### src/rtl/icache_responder_pkg.sv
// Shared line geometry and FSM state encoding for the direct-mapped instruction cache.
package icache_responder_pkg;

    localparam int WORDS_PER_LINE = 4;
    localparam int LINE_BITS      = 32 * WORDS_PER_LINE;

    typedef enum logic [1:0] {
        ICACHE_IDLE     = 2'd0,
        ICACHE_MEM_READ = 2'd1,
        ICACHE_UPDATE   = 2'd2
    } icache_state_t;

endpackage

### src/rtl/icache_tag_array.sv
// Per-line valid bits (with bulk flush clear) and tag storage, plus the hit compare.
module icache_tag_array
    import icache_responder_pkg::*;
#(
    parameter int INDEX_BITS = 3,
    parameter int TAG_BITS   = 25
) (
    input  logic                  clk_i,
    input  logic                  rst_i,
    input  logic [INDEX_BITS-1:0] rd_index,
    input  logic [TAG_BITS-1:0]   rd_tag,
    output logic                  hit,
    input  logic                  clear_all,
    input  logic                  wr_en,
    input  logic [INDEX_BITS-1:0] wr_index,
    input  logic [TAG_BITS-1:0]   wr_tag,
    input  logic                  wr_valid
);

    localparam int NUM_LINES = 2 ** INDEX_BITS;

    logic [NUM_LINES-1:0] valid;
    logic [TAG_BITS-1:0]  tags [NUM_LINES];

    // NOTE: non-blocking assignments in clocked blocks so every register samples pre-edge values.
    always_ff @(posedge clk_i or negedge rst_i) begin
        if (!rst_i) begin
            valid <= '0;
        end else begin
            if (clear_all)
                valid <= '0;
            if (wr_en)
                valid[wr_index] <= wr_valid;
        end
    end

    // NOTE: storage arrays carry no reset; the valid bits alone guard their contents.
    always_ff @(posedge clk_i) begin
        if (wr_en)
            tags[wr_index] <= wr_tag;
    end

    assign hit = valid[rd_index] && (tags[rd_index] == rd_tag);

endmodule

### src/rtl/icache_responder.sv
// Direct-mapped read-only instruction cache: zero-latency hits, single-line refill on miss, fence.i flush.
module icache_responder
    import icache_responder_pkg::*;
#(
    parameter int INDEX_BITS = 3
) (
    input  logic                 clk_i,
    input  logic                 rst_i,
    input  logic                 fetch_req_i,
    input  logic [29:0]          fetch_addr_i,
    input  logic                 flush_i,
    output logic [31:0]          data_o,
    output logic                 busywait_o,
    output logic                 mem_read_o,
    output logic [27:0]          mem_addr_o,
    input  logic [LINE_BITS-1:0] mem_readdata_i,
    input  logic                 mem_busywait_i
);

    localparam int TAG_BITS  = 30 - 2 - INDEX_BITS;
    localparam int NUM_LINES = 2 ** INDEX_BITS;

    icache_state_t state;
    logic          flush_pending;
    logic [LINE_BITS-1:0] line_buf;
    logic [LINE_BITS-1:0] data_array [NUM_LINES];

    logic [1:0]            fetch_offset;
    logic [INDEX_BITS-1:0] fetch_index;
    logic [TAG_BITS-1:0]   fetch_tag;
    logic [INDEX_BITS-1:0] refill_index;
    logic [TAG_BITS-1:0]   refill_tag;
    logic                  hit;
    logic                  flush_now;
    logic                  clear_all;
    logic                  line_write;

    assign fetch_offset = fetch_addr_i[1:0];
    assign fetch_index  = fetch_addr_i[INDEX_BITS+1:2];
    assign fetch_tag    = fetch_addr_i[29:INDEX_BITS+2];

    // The refill is steered by the registered line address, never the live fetch address.
    assign refill_index = mem_addr_o[INDEX_BITS-1:0];
    assign refill_tag   = mem_addr_o[27:INDEX_BITS];

    assign flush_now  = flush_pending | flush_i;
    assign line_write = (state == ICACHE_UPDATE);
    assign clear_all  = ((state == ICACHE_IDLE) && flush_i) || (line_write && flush_now);

    icache_tag_array #(
        .INDEX_BITS (INDEX_BITS),
        .TAG_BITS   (TAG_BITS)
    ) u_tag_array (
        .clk_i     (clk_i),
        .rst_i     (rst_i),
        .rd_index  (fetch_index),
        .rd_tag    (fetch_tag),
        .hit       (hit),
        .clear_all (clear_all),
        .wr_en     (line_write),
        .wr_index  (refill_index),
        .wr_tag    (refill_tag),
        .wr_valid  (~flush_now)
    );

    always_ff @(posedge clk_i) begin
        if (line_write)
            data_array[refill_index] <= line_buf;
    end

    assign data_o = data_array[fetch_index][{fetch_offset, 5'b0} +: 32];

    // NOTE: default assignment first so no path leaves busywait_o unassigned (no latch).
    always_comb begin
        busywait_o = 1'b1;
        if (state == ICACHE_IDLE)
            busywait_o = fetch_req_i & (~hit | flush_i);
    end

    always_ff @(posedge clk_i or negedge rst_i) begin
        if (!rst_i) begin
            state         <= ICACHE_IDLE;
            mem_read_o    <= 1'b0;
            mem_addr_o    <= '0;
            flush_pending <= 1'b0;
            line_buf      <= '0;
        end else begin
            case (state)
                ICACHE_IDLE: begin
                    // A flush in this cycle suppresses any miss; the retry sees the cleared lines.
                    if (fetch_req_i && !hit && !flush_i) begin
                        state      <= ICACHE_MEM_READ;
                        mem_read_o <= 1'b1;
                        mem_addr_o <= fetch_addr_i[29:2];
                    end
                end
                ICACHE_MEM_READ: begin
                    if (flush_i)
                        flush_pending <= 1'b1;
                    if (!mem_busywait_i) begin
                        line_buf   <= mem_readdata_i;
                        mem_read_o <= 1'b0;
                        state      <= ICACHE_UPDATE;
                    end
                end
                ICACHE_UPDATE: begin
                    flush_pending <= 1'b0;
                    state         <= ICACHE_IDLE;
                end
                default: begin
                    state      <= ICACHE_IDLE;
                    mem_read_o <= 1'b0;
                end
            endcase
        end
    end

endmodule

### config.mk
export PLATFORM = sky130hd
export DESIGN_NAME = icache_responder
export DESIGN_NICKNAME = d
export VERILOG_FILES = /design/src/rtl/icache_responder_pkg.sv /design/src/rtl/icache_tag_array.sv /design/src/rtl/icache_responder.sv
export SDC_FILE = /design/constraint.sdc
export NUM_CORES = 1
export LEC_CHECK = 0
export ABC_AREA = 1
export CORE_MARGIN = 3
export CORE_UTILIZATION = 35
export CTS_CLUSTER_DIAMETER = 50
export CTS_CLUSTER_SIZE = 30
export DETAILED_ROUTE_END_ITERATION = 7
export DONT_BUFFER_PORTS = 1
export PLACE_DENSITY_LB_ADDON = 0.2
export SYNTH_ARGS = -nofsm -noshare
export SYNTH_HDL_FRONTEND = slang
export SYNTH_HIERARCHICAL = 1
export SYNTH_SLANG_ARGS = --single-unit
### constraint.sdc
create_clock -name clk_i -period 6.6 [get_ports clk_i]
set_clock_uncertainty 0.2 [all_clocks]
set_input_delay 1.32 -clock clk_i [delete_from_list [all_inputs] [get_ports clk_i]]
set_output_delay 1.32 -clock clk_i [all_outputs]
set_load 0.05 [all_outputs]
==> results summary <==
For this run, the detailed router's first-pass iteration total came to 5. STA classifies the critical path startpoint as a primary input. For this design, the slowest cell found on the critical path is sky130_fd_sc_hd__inv_16. The total clock buffers created by CTS is ~150.

The routability-driven placement congestion ratio came out at between 0.7 and 0.8. The async set-or-reset flop fraction in the synthesized netlist is 12.1%. The critical path contains buffers and inverters numbering 2 combined.

Setup slack on the critical path of the routed design comes to -1190 ps. The actual slew at the worst max-slew pin is around 3400 ps. The die height came out at 410 um. The synthesized netlist net count came out at 5237. The synthesized netlist contains 23 unique library cells. The run finished, with violations left. The largest stage delay on the critical path is 1530 ps. The worst setup path is captured at an output port. For this run, the share of the core covered by cells in the final layout is 39.6%. The number of non-filler instances in the completed layout came out at 7280. The peak ir drop on the vdd network came out at around 0.29 mV. The DRC violations left came out at 0. Summed over all layers, the global routing overflow is 0. The initial DRC count came out at 2710. The most numerous cell type found on the critical path is sky130_fd_sc_hd__nand2_1. The setup check on the worst reg-to-reg path leaves a slack of 3360 ps. Entering global routing, the biggest net connects approximately 620 pins. The share of the clock period used by the worst path came out at 118%. The source-to-sink clock delay at the later pin of the worst-skew pair is 780 ps. The area overhead of the layout relative to synthesis came out at 11.9%. The uppermost metal layer occupied by signal nets is met5.

The clock edge transition at the registers on the reported setup and hold paths came out at approximately 60 ps. At the placement stage, the worst setup path has a slack of 1130 ps. The total I/O pin count is ~230. The initial antenna violation count was 8.

The largest fanout on the critical path is between 600 and 700. Traced cell by cell, the critical path runs through inv_16, buf_4, nand2_1, nand3_1, nand3_1, nand2_1, nand2_1, nand2_1, nand2_1, nand2_1. The footprint of the multi-input gates came out at 13500 um2. The half-perimeter wire length after detailed placement came out at 79900 um. In the final routing, the length of wire on met1 measures 70500 um.

The checks that failed: slew limit, setup timing. The smallest clock period supported by the final layout is computed as 7790 ps. The via count of the first global-routing pass was 34400. On the critical path the largest part of the delay comes from buffers and inverters. The clock drives approximately 1400 sinks. The number of buffer cells added on primary ports came out at 0.

In the synthesized netlist, the number of instances is 5074. The x dimension of the die is 410 um. The net count of the finished layout is 5154. Across the run, the number of max-cap violations was 0. The average cell area after synthesis is 11.2 um2. The floorplan step defined a die boundary enclosing 168000 um2. The arrival time reported for the critical path endpoint came out at 6270 ps.

The final count of hold timing violations is 0. Setup repair after global routing left no endpoint under its margin. The via density per instance came out at 4.93.

The detailed route wirelength on metal2 is 71900 um. CTS placed an instance of sky130_fd_sc_hd__clkbuf_16 at the clock tree root. Synthesis inferred roughly 1400 register bits. By startpoint and endpoint, the worst setup path is classified as in2out.

The relative slew slack is -129%. The number of gates on the worst path with buffers counted is 10. The synthesized area is 57000 um2. Summed over all layers, the routed wires come to around 160000 um. The first global-routing pass estimated 232000 um of wire. For this run, the leading register cell type out of synthesis is sky130_fd_sc_hd__edfxtp_1. Power spread over the standard cell area amounts to 345 nW/um2. The maximum level of the CTS H-tree came out at 4. The maximum number of buffers from clock root to sink is 3. After floorplanning, the core was divided into 147 placement rows. The worst register-to-register path begins at mem_addr_o[0]$_DFFE_PN0P_.

TritonCTS built the clock tree. The routed length per placed instance came out at 21.7 um. Registers take about 41000 um2. After filler insertion, the fill cell instance count of the layout stands at between 15000 and 20000. The count of nets left with antenna violations once routing finished came out at 0. The number of synthesis warnings is 6. The total routing resource utilization after global routing is 18.6%. The required time at the worst-slack endpoint came out at 5080 ps. The routed length on met3 came out at 9610 um. Setup violations remaining at the end of the flow were counted as 32. The leakage component of the power came out at 0.0247 uW. Of the cells placed in the final design, the portion with a size suffix greater than 1 is 7.04%. The via total after detailed routing is 35900. The highest achievable clock rate is approximately 0.13 GHz. Counting cells, the worst reg-to-reg path comes to 4.

The number of enable-type register cells in the synthesized netlist is 1224. The number of placed instances, taps included is about 7000. The max-slew violation count was 507. The sequential area share after synthesis came out at between 70% and 80%. The starting density of the core is 35.4%. Leaving out fill and tap cells, the most frequent cell in the layout is sky130_fd_sc_hd__nand2_1.

The endpoint identified for the worst register-to-register timing path is data_array[5][40]$_DFFE_PP_. In this run the standard cell core region covers about 160000 um2. In the layout the commonest cells are 2202 x sky130_fd_sc_hd__nand2_1, 1224 x sky130_fd_sc_hd__edfxtp_1, 900 x sky130_fd_sc_hd__nand3_1. The tightest min-delay check is of the in2async type.
[cell families (layout without fill, tap and decap cells)]
kind of cell    count (synthesis)  count (layout)  synth area share [%]
other cells                     0               3                     0
flops                        1392            1392                  71.9
mux                            25              25                 0.494
compound gates                 19              19                 0.171
simple gates                 3168            3168                  22.9
buf+inv                       470             513                  4.52
[worst max-delay path by stage]
stage | startpoint | to | slack [ps]
floorplan | mem_addr_o[1]$_DFFE_PN0P_ | data_array[7][0]$_DFFE_PP_ | -440
global placement | fetch_addr_i[3] | busywait_o | 1100
detailed placement | fetch_addr_i[3] | busywait_o | 1130
CTS | fetch_addr_i[3] | busywait_o | 1130
global route | fetch_addr_i[2] | busywait_o | 800
finish | fetch_addr_i[2] | data_o[10] | -1190
[timing repair]
action,CTS,global route
hold buffers,1,0
gates resized for setup,0,0
setup buffers,0,0
endpoints found under the hold margin,69,0
[flip-flops by register name (all words and copies together) (netlist names)]
name / flops
data_array: 1024
u_tag_array/tags: 200
line_buf: 128
mem_addr_o: 28
u_tag_array/valid: 8
state: 2
flush_pending: 1
mem_read_o: 1
[report_power, final]
part           internal (uW)  leakage [uW]  switching [uW]
clock                   4990       0.00250            3860
sequential             10800        0.0132            1040
combinational            412       0.00902             936
total                  16200        0.0247            5840
[routing by layer]
| layer | up-vias | track usage [%] |
|---|---|---|
| met4 | 8 | 7.15 |
| met1 | 17700 | 25.5 |
| li1 | 17000 | - |
| met5 | - | 0 |
| met3 | 279 | 4.14 |
| met2 | 895 | 28.7 |
[layout make-up]
type | count | share of cell area [%]
antenna | 3 | 0.0118
clock buffer | 160 | 5.92
clock inverter | 115 | 2.28
inverter | 182 | 1.12
multi-input combinational | 3212 | 21.2
sequential | 1392 | 64.2
tap | 2160 | 4.24
timing repair buffer | 56 | 1.00
[per-stage QoR]
| step | instance area (um2) | TNS [ps] | hold slack (ps) | total power [uW] |
|---|---|---|---|---|
| 6_report | 63800 | -33310 | 64.3 | 22000 |
| 5_1_grt | 63800 | 0 | 2.14 | 22900 |
| 4_1_cts | 63800 | 0 | 0.582 | 22300 |
| 3_5_place_dp | 58500 | 0 | 346 | 13400 |
| 3_3_place_gp | 58500 | 0 | 348 | 13300 |
| 2_1_floorplan | 57000 | -437220 | 327 | 12700 |
[cells in the mapped netlist (2+ instances only)]
library cell,instances,area share (%)
sky130_fd_sc_hd__nand2_1,2202,15
sky130_fd_sc_hd__edfxtp_1,1224,64
sky130_fd_sc_hd__nand3_1,900,7.9
sky130_fd_sc_hd__inv_1,177,1.2
sky130_fd_sc_hd__dfrtp_1,168,7.4
sky130_fd_sc_hd__buf_2,125,1.1
sky130_fd_sc_hd__buf_4,58,0.76
sky130_fd_sc_hd__buf_6,50,0.99
sky130_fd_sc_hd__nor2_1,50,0.33
sky130_fd_sc_hd__clkbuf_1,26,0.17
sky130_fd_sc_hd__mux2_2,25,0.49
sky130_fd_sc_hd__buf_1,24,0.16
sky130_fd_sc_hd__o21ai_0,14,0.12
sky130_fd_sc_hd__nand3b_1,12,0.16
sky130_fd_sc_hd__buf_8,5,0.13
sky130_fd_sc_hd__inv_2,4,0.026
sky130_fd_sc_hd__a21oi_1,3,0.026
sky130_fd_sc_hd__nor2_2,2,0.022
Power figures use the tool's default switching activity.
